`src/rtl/dmem_arb_pkg.sv`:
```
// Shared types and helpers for the data-memory port arbiter.
package dmem_arb_pkg;

    // Arbitration FSM states
    typedef enum logic [1:0] {
        SHARE = 2'd0,
        FORCE = 2'd1,
        LOCK  = 2'd2
    } arb_state_e;

    // Owner encoding carried by the read-response pipe
    localparam logic OWN_CPU = 1'b0;
    localparam logic OWN_DBG = 1'b1;

    // Saturating increment for the 4-bit starvation counter
    function automatic logic [3:0] sat_inc4(input logic [3:0] v);
        logic [3:0] r;
        if (v == 4'hF) begin
            r = v;
        end else begin
            r = v + 4'd1;
        end
        return r;
    endfunction

endpackage

```
`src/rtl/dmem_rsp_router.sv`:
```
// Read-response router: remembers who owns the load issued last cycle and
// steers the memory's read data to that requester's rvalid/rdata.
module dmem_rsp_router
    import dmem_arb_pkg::*;
#(
    parameter int DATA_W = 32
) (
    input  logic              clk,
    input  logic              reset,
    input  logic              ld_gnt_i,
    input  logic              ld_who_i,
    input  logic [DATA_W-1:0] mem_rdata_i,
    output logic              cpu_rvalid_o,
    output logic [DATA_W-1:0] cpu_rdata_o,
    output logic              dbg_rvalid_o,
    output logic [DATA_W-1:0] dbg_rdata_o
);

    logic              own_vld_q, own_vld_d;
    logic              own_who_q, own_who_d;
    logic [DATA_W-1:0] cpu_rdata_q, cpu_rdata_d;
    logic [DATA_W-1:0] dbg_rdata_q, dbg_rdata_d;

    // The response is valid in the cycle after the granted load
    assign cpu_rvalid_o = own_vld_q & (own_who_q == OWN_CPU);
    assign dbg_rvalid_o = own_vld_q & (own_who_q == OWN_DBG);
    assign cpu_rdata_o  = cpu_rvalid_o ? mem_rdata_i : cpu_rdata_q;
    assign dbg_rdata_o  = dbg_rvalid_o ? mem_rdata_i : dbg_rdata_q;

    // Next owner entry and hold values for each requester's read data
    always_comb begin
        own_vld_d   = ld_gnt_i;
        own_who_d   = own_who_q;
        cpu_rdata_d = cpu_rdata_q;
        dbg_rdata_d = dbg_rdata_q;
        if (ld_gnt_i) begin
            own_who_d = ld_who_i;
        end else begin
            own_who_d = own_who_q;
        end
        if (cpu_rvalid_o) begin
            cpu_rdata_d = mem_rdata_i;
        end else begin
            cpu_rdata_d = cpu_rdata_q;
        end
        if (dbg_rvalid_o) begin
            dbg_rdata_d = mem_rdata_i;
        end else begin
            dbg_rdata_d = dbg_rdata_q;
        end
    end

    // Owner pipe and held read data; reset drops any pending response
    always_ff @(posedge clk or posedge reset) begin
        if (reset) begin
            own_vld_q   <= 1'b0;
            own_who_q   <= OWN_CPU;
            cpu_rdata_q <= '0;
            dbg_rdata_q <= '0;
        end else begin
            own_vld_q   <= own_vld_d;
            own_who_q   <= own_who_d;
            cpu_rdata_q <= cpu_rdata_d;
            dbg_rdata_q <= dbg_rdata_d;
        end
    end

endmodule

```
`src/rtl/dmem_port_arbiter.sv`:
```
// Two-requester arbiter for the single-port data memory: CPU MEM stage has
// priority, a starvation counter forces debug progress, debug may lock.
module dmem_port_arbiter
    import dmem_arb_pkg::*;
#(
    parameter int ADDR_W   = 8,
    parameter int DATA_W   = 32,
    parameter int MAX_WAIT = 4
) (
    input  logic              clk,
    input  logic              reset,
    input  logic              cpu_req,
    input  logic              cpu_we,
    input  logic [ADDR_W-1:0] cpu_addr,
    input  logic [DATA_W-1:0] cpu_wdata,
    output logic              cpu_gnt,
    output logic              cpu_stall,
    output logic              cpu_rvalid,
    output logic [DATA_W-1:0] cpu_rdata,
    input  logic              dbg_req,
    input  logic              dbg_we,
    input  logic [ADDR_W-1:0] dbg_addr,
    input  logic [DATA_W-1:0] dbg_wdata,
    input  logic              dbg_lock,
    output logic              dbg_gnt,
    output logic              dbg_locked,
    output logic              dbg_rvalid,
    output logic [DATA_W-1:0] dbg_rdata,
    output logic              mem_en,
    output logic              mem_we,
    output logic [ADDR_W-1:0] mem_addr,
    output logic [DATA_W-1:0] mem_wdata,
    input  logic [DATA_W-1:0] mem_rdata
);

    // Denial count at which the next denial hands the port to debug
    localparam logic [3:0] WAIT_LAST = 4'(MAX_WAIT - 1);

    arb_state_e state_q, state_d;
    logic [3:0] wait_cnt_q, wait_cnt_d;
    logic       locked_q;
    logic       cpu_gnt_s, dbg_gnt_s;

    // Grants are suppressed while reset is high
    assign cpu_gnt   = cpu_gnt_s & ~reset;
    assign dbg_gnt   = dbg_gnt_s & ~reset;
    assign cpu_stall = cpu_req & ~cpu_gnt;
    assign dbg_locked = locked_q;

    assign mem_en    = cpu_gnt | dbg_gnt;
    assign mem_we    = cpu_gnt ? cpu_we    : (dbg_gnt & dbg_we);
    assign mem_addr  = cpu_gnt ? cpu_addr  : dbg_addr;
    assign mem_wdata = cpu_gnt ? cpu_wdata : dbg_wdata;

    // Grant decision, next state and starvation counter
    always_comb begin
        cpu_gnt_s  = 1'b0;
        dbg_gnt_s  = 1'b0;
        state_d    = state_q;
        wait_cnt_d = wait_cnt_q;
        case (state_q)
            SHARE: begin
                cpu_gnt_s = cpu_req;
                dbg_gnt_s = dbg_req & ~cpu_req;
                if (dbg_req & cpu_req) begin
                    wait_cnt_d = sat_inc4(wait_cnt_q);
                    if (wait_cnt_q == WAIT_LAST) begin
                        state_d = FORCE;
                    end else begin
                        state_d = SHARE;
                    end
                end else begin
                    wait_cnt_d = 4'd0;
                    if (dbg_lock & dbg_gnt_s) begin
                        state_d = LOCK;
                    end else begin
                        state_d = SHARE;
                    end
                end
            end
            FORCE: begin
                dbg_gnt_s  = dbg_req;
                wait_cnt_d = 4'd0;
                state_d    = SHARE;
            end
            LOCK: begin
                dbg_gnt_s  = dbg_req;
                wait_cnt_d = 4'd0;
                if (dbg_lock) begin
                    state_d = LOCK;
                end else begin
                    state_d = SHARE;
                end
            end
            default: begin
                wait_cnt_d = 4'd0;
                state_d    = SHARE;
            end
        endcase
    end

    // State, counter and lock-status registers
    always_ff @(posedge clk or posedge reset) begin
        if (reset) begin
            state_q    <= SHARE;
            wait_cnt_q <= 4'd0;
            locked_q   <= 1'b0;
        end else begin
            state_q    <= state_d;
            wait_cnt_q <= wait_cnt_d;
            locked_q   <= (state_d == LOCK);
        end
    end

    dmem_rsp_router #(
        .DATA_W(DATA_W)
    ) u_rsp_router (
        .clk         (clk),
        .reset       (reset),
        .ld_gnt_i    ((cpu_gnt & ~cpu_we) | (dbg_gnt & ~dbg_we)),
        .ld_who_i    (dbg_gnt ? OWN_DBG : OWN_CPU),
        .mem_rdata_i (mem_rdata),
        .cpu_rvalid_o(cpu_rvalid),
        .cpu_rdata_o (cpu_rdata),
        .dbg_rvalid_o(dbg_rvalid),
        .dbg_rdata_o (dbg_rdata)
    );

endmodule

```
`config.mk`:
```
export PLATFORM = sky130hd
export DESIGN_NAME = dmem_port_arbiter
export DESIGN_NICKNAME = d
export VERILOG_FILES = /design/src/rtl/dmem_arb_pkg.sv /design/src/rtl/dmem_rsp_router.sv /design/src/rtl/dmem_port_arbiter.sv
export SDC_FILE = /design/constraint.sdc
export NUM_CORES = 1
export LEC_CHECK = 0
export ABC_AREA = 1
export CORE_MARGIN = 2
export CORE_UTILIZATION = 39
export CTS_CLUSTER_SIZE = 24
export DETAILED_ROUTE_END_ITERATION = 10
export PLACE_DENSITY_LB_ADDON = 0.08
export SLEW_MARGIN = 20
export SYNTH_ARGS = -nofsm -noshare
export SYNTH_HDL_FRONTEND = slang
export SYNTH_SLANG_ARGS = --single-unit
```
`constraint.sdc`:
```
create_clock -name clk -period 7.05 [get_ports clk]
set_input_delay 1.0575 -clock clk [delete_from_list [all_inputs] [get_ports clk]]
set_output_delay 1.0575 -clock clk [all_outputs]
set_load 0.005 [all_outputs]
```
Yosys cells after proc, flatten, opt, wreduce, memory -nomap -nowiden
Index checks and enable logic that the tools add are counted.
{"block": "op_classes", "bitwise_logic": 19, "n_reduce_logical": 2, "addsub": 1, "muxes": 16, "n_eq_ne": 6}
{"operator": "32-bit 2-to-1 mux", "n": 3}
{"operator": "4-bit 2-to-1 mux", "n": 3}
{"operator": "1-bit AND", "n": 11}
{"operator": "8-bit 2-to-1 mux", "n": 1}
{"operator": "2-bit 2-to-1 mux", "n": 3}
{"operator": "1-bit inverter", "n": 6}
{"operator": "4-bit by 1-bit adder with 4-bit output, second input constant", "n": 1}
{"operator": "2-bit equality test, second input constant", "n": 2}
{"operator": "4-bit by 2-bit equality test with 1-bit output, second input constant", "n": 1}
{"operator": "4-bit equality test, second input constant", "n": 1}
{"operator": "1-bit 2-to-1 mux", "n": 4}
{"operator": "2-bit case mux with 2 select lines", "n": 1}
{"operator": "3-bit inequality test, second input constant", "n": 1}
{"operator": "2-bit by 1-bit equality test with 1-bit output, second input constant", "n": 1}
{"operator": "2-bit zero test", "n": 1}
{"operator": "1-bit bitwise OR", "n": 2}
{"operator": "1-bit case mux with 2 select lines", "n": 1}
{"operator": "2-bit OR reduction", "n": 1}
{"block": "totals", "inputBits": 119, "register_bits": 73}

Longest topological paths before layout
{"block": "logic_depth", "word_depth": 7, "depth_mapped": 8, "ltp_nobuf": 8}

By module
A second synthesis with hierarchy kept.
{"block": "unflattened", "hier_cells": 469, "hier_area_um2": 3606.0}
{"module": "dmem_rsp_router", "n_inst": 1, "cells_each": 286, "area_each_um2": 2626.3}
{"module": "dmem_port_arbiter", "n_inst": 1, "cells_each": 183, "area_each_um2": 979.7}

Least setup slack after synthesis
OpenSTA, ideal clock, no wires.
{"block": "synth_timing", "path_kind": "input to output", "startpoint": "in reset", "endpoint": "out mem_wdata[23]", "arrival_ns": 3.348, "path_buffers": 1, "path_slack_ns": 2.645, "stages": 6, "path_cell_list": "inv_1 nand3_4 inv_4 buf_6 nand2_1 nand2_1"}
{"block": "synth_between", "elab_chain_len": 3}
{"item": "from (decl)", "line": "dmem_port_arbiter.sv:11", "source": "input logic reset,"}
{"item": "1-bit inverter", "line": "dmem_port_arbiter.sv:45", "source": "assign cpu_gnt = cpu_gnt_s & ~reset;"}
{"item": "1-bit AND", "line": "dmem_port_arbiter.sv:45"}
{"item": "via cpu_gnt", "line": "dmem_port_arbiter.sv:16", "source": "output logic cpu_gnt,"}
{"item": "32-bit 2-to-1 mux", "line": "dmem_port_arbiter.sv:53", "source": "assign mem_wdata = cpu_gnt ? cpu_wdata : dbg_wdata;"}
{"item": "to (decl)", "line": "dmem_port_arbiter.sv:32", "source": "output logic [DATA_W-1:0] mem_wdata,"}
The timed path passes the listed nets, and every way through them passes these cells.

Worst setup path in the final report
{"block": "layout_timing", "startpoint": "in cpu_req", "endpoint": "out mem_we"}
{"block": "layout_between", "elab_chain_len": 6}
{"item": "from (decl)", "line": "dmem_port_arbiter.sv:12", "source": "input logic cpu_req,"}
{"item": "1-bit inverter", "line": "dmem_port_arbiter.sv:64", "source": "dbg_gnt_s = dbg_req & ~cpu_req;"}
{"item": "1-bit AND", "line": "dmem_port_arbiter.sv:64"}
{"item": "1-bit case mux with 2 select lines", "line": "dmem_port_arbiter.sv:61", "source": "case (state_q)"}
{"item": "1-bit AND", "line": "dmem_port_arbiter.sv:46", "source": "assign dbg_gnt = dbg_gnt_s & ~reset;"}
{"item": "1-bit AND", "line": "dmem_port_arbiter.sv:51", "source": "assign mem_we = cpu_gnt ? cpu_we : (dbg_gnt & dbg_we);"}
{"item": "1-bit 2-to-1 mux *", "line": "dmem_port_arbiter.sv:51"}
{"item": "to (decl)", "line": "dmem_port_arbiter.sv:30", "source": "output logic mem_we,"}
Mark *: on every way between the ends. The rest lies on a longest branch, timed or not.

==> flow_summary.yaml <==
finish:
  fin_nets: 776
  num_antenna_cells: 0
  fillers: 748
  final_common_cell: "clkdlybuf4s50_1"
  syn2layout_area_growth_pct: 68.7
  fin_util: 0.682
  final_cells: 765
  post_route_cells_drive_above_1_share: 0.0776
  final_cell_mix: "clkdlybuf4s50_1 (230), nand2_1 (196), dfrtp_1 (73), inv_1 (45)"
logic_synthesis:
  yosysSeqAreaShare: 0.513
  synth_area_leaders: "dfrtp_1 (51%), nand2_1 (21%), o21ai_2 (6.9%), inv_1 (4.9%), buf_6 (4.7%)"
  yosys.area.top_type: "dfrtp_1"
  synth.distinct_cells: 21
  synthCells: 431
  ys_seq_elements: 73
  avgSynthCellArea_um2: 8.26
  synth_area_mm2: 0.00356
  synth_top_family_by_area: "simple AND/OR/NAND/NOR gates"
  netlist.area_leader.share: 0.513
  synth_compound_area_frac: 0.135
  synthSimpleGateAreaFrac: 0.230
  syn_nets: 554
  yosysWarnings: 0
  muxShareOfSynthArea: 0
  synth-xor-area-share: 0
  yosys.area_share.adder: 0.0141
global_routing:
  antenna_found_initial: 0
  grt_pass1_wl_um: 17000
  grt_max_degree: 74
  grt_util_met1: 0.252
  grt_overflow: 0
  track_usage: 0.218
  grt_pass1_vias: 3501
  grtUsageMet3: 0.0928
  use_met2: 0.376
  grt_busiest_layer: "met2"
clock_tree:
  cts_root_buf: "clkbuf_8"
  post_cts_resized: 0
  postCtsSetupBuffers: 0
  cts_hold_buf: 0
  htree_levels: 3
  cts_buffers: 9
  clock_path_buffers: 2
  clkSlewWorstSetupHoldPaths_ns: 0.07
  tritoncts: "yes"
  clock_latency_ns: 0.34
  cts.sinks: 73
placement:
  dp_cells: 750
  dp_hpwl_um: 8590
  port_buffers: 230
  gp_congestion: 0.815
routing:
  drc_errors: 0
  ant_nets: 0
  avgRoutedWirePerCell_um: 14.7
  wl_um: 11200
  dr.pass1.iters: 5
  via_per_inst: 4.60
  drtIter0Drc: 145
  via_count: 3522
setup_path:
  cp_common_cell: "clkdlybuf4s50_1"
  crit_path_top_delay_cell: "clkdlybuf4s50_1"
  cp_max_fo: 44
  crit_type: "input pin to primary output"
  crit_chain: "clkdlybuf4s50_1, nand3_4, inv_4, o21ai_0, a21oi_1, clkdlybuf4s50_1"
  crit_path_start_kind: "input pin"
  critPathCaptureType: "primary output"
  slowest_delay_ns: 0.55
  cp.required_ns: 5.99
  cp.arrival_ns: 3.36
power_and_ir_drop:
  ir_drop_uv: 167
  power_mw: 1.67
  powerDensity_mw_per_mm2: 278
  leakage_nw: 2.92
sta:
  setup_viol: 0
  hold_slack_ns: 0.473
  rsz0062_at_grt: "false"
  hold_viol_final: 0
  finalClockSkew_ns: 0.00629
  fin_setup_tns_ns: 0
  finalCriticalPeriod_ns: 4.42
  period_share: 0.627
  drv_slew: 0
  tightest_slew_ns: 0.921
  fmax_mhz: 226
  max_slew_margin: 0.386
status:
  status: "complete, no violations"
worst_hold_path:
  worstHoldPathType: "flop to flop"
floorplanning:
  fp.coreArea_mm2: 0.00881
  io_pins: 231
  die_w_um: 99.5
  initial_core_util: 0.404
  rows: 34
  die_area_mm2: 0.00990
  die_h_um: 99.5
flow_run:
  max_cap_violations: 0
==> synthesized netlist by cell type <==
cell type	instances
nand2_1	197
o21ai_0	12
nand3_4	1
nand2_2	1
dfrtp_1	73
a21oi_1	5
nor3_1	1
inv_1	46
nor2_1	4
buf_4	1
nor2_2	1
ha_1	4
buf_6	15
o31a_1	1
o21ai_2	28
clkbuf_1	1
inv_2	1
o21ai_1	28
inv_4	1
nand3_1	6
buf_2	4
==> cell families (layout without fill, tap and decap cells) <==
family | Yosys count | count (layout)
flops | 73 | 73
compound gates | 74 | 74
fa+ha+maj | 4 | 4
buf+inv | 69 | 295
simple gates | 211 | 211
==> worst max-delay path: cells and delay by family <==
| family | cells | cell delay, ns |
|---|---|---|
| AO/OA/AOI/OAI | 2 | 0.28 |
| buffers and inverters | 3 | 1.60 |
| AND/OR/NAND/NOR | 1 | 0.41 |
==> layout make-up <==
class	count	area, um^2	share of cell area
Clock buffer	10	128	0.0213
Clock inverter	5	56.3	0.00938
Inverter	48	183	0.0304
Multi-Input combinational cell	289	1360	0.226
Sequential cell	73	1830	0.304
Tap cell	108	135	0.0225
Timing Repair Buffer	232	2320	0.386
==> power breakdown <==
part / leakage [nW] / internal, mW / switching, mW / total, mW
clock network: 0.0925 / 0.162 / 0.150 / 0.311
registers: 0.902 / 0.575 / 0.0434 / 0.618
logic: 1.92 / 0.444 / 0.296 / 0.740
==> sequential cells by signal, indices dropped and copies added (netlist names) <==
register                  flops
dbg_locked                    1
state_q                       2
u_rsp_router.cpu_rdata_q     32
u_rsp_router.dbg_rdata_q     32
u_rsp_router.own_vld_q        1
u_rsp_router.own_who_q        1
wait_cnt_q                    4
==> routing by layer <==
| metal | vias up | part of all wire |
|---|---|---|
| li1 | 1773 | - |
| met3 | 12 | 0.089 |
| met5 | - | 0 |
| met4 | 0 | 0.013 |
| met2 | 143 | 0.50 |
| met1 | 1594 | 0.39 |
==> final timing paths <==
kind                                                        startpoint                                      to  slack, ns  cells after the start
min in group asynchronous                                        reset  u_rsp_router.cpu_rdata_q[16]$_DFF_PP0_       1.41                      3
worst min-delay path            u_rsp_router.cpu_rdata_q[31]$_DFF_PP0_  u_rsp_router.cpu_rdata_q[31]$_DFF_PP0_       0.47                      2
worst max register to register                    state_q[0]$_DFF_PP0_      u_rsp_router.own_who_q$_DFFE_PP0P_       4.95                      7
worst min register to register  u_rsp_router.cpu_rdata_q[31]$_DFF_PP0_  u_rsp_router.cpu_rdata_q[31]$_DFF_PP0_       0.47                      2
worst max-delay path                                           cpu_req                                  mem_we       2.63                      6
max in group asynchronous                                        reset  u_rsp_router.dbg_rdata_q[10]$_DFF_PP0_       5.05                      3
==> stage by stage <==
stage	instance area [um^2]	worst slack (ns)
2_1_floorplan	3560	2.64
3_3_place_gp	5810	2.66
3_5_place_dp	5810	2.60
4_1_cts	6000	2.60
5_1_grt	6000	2.45
6_report	6000	2.63
Note: power is estimated with default switching activity, not from simulation.
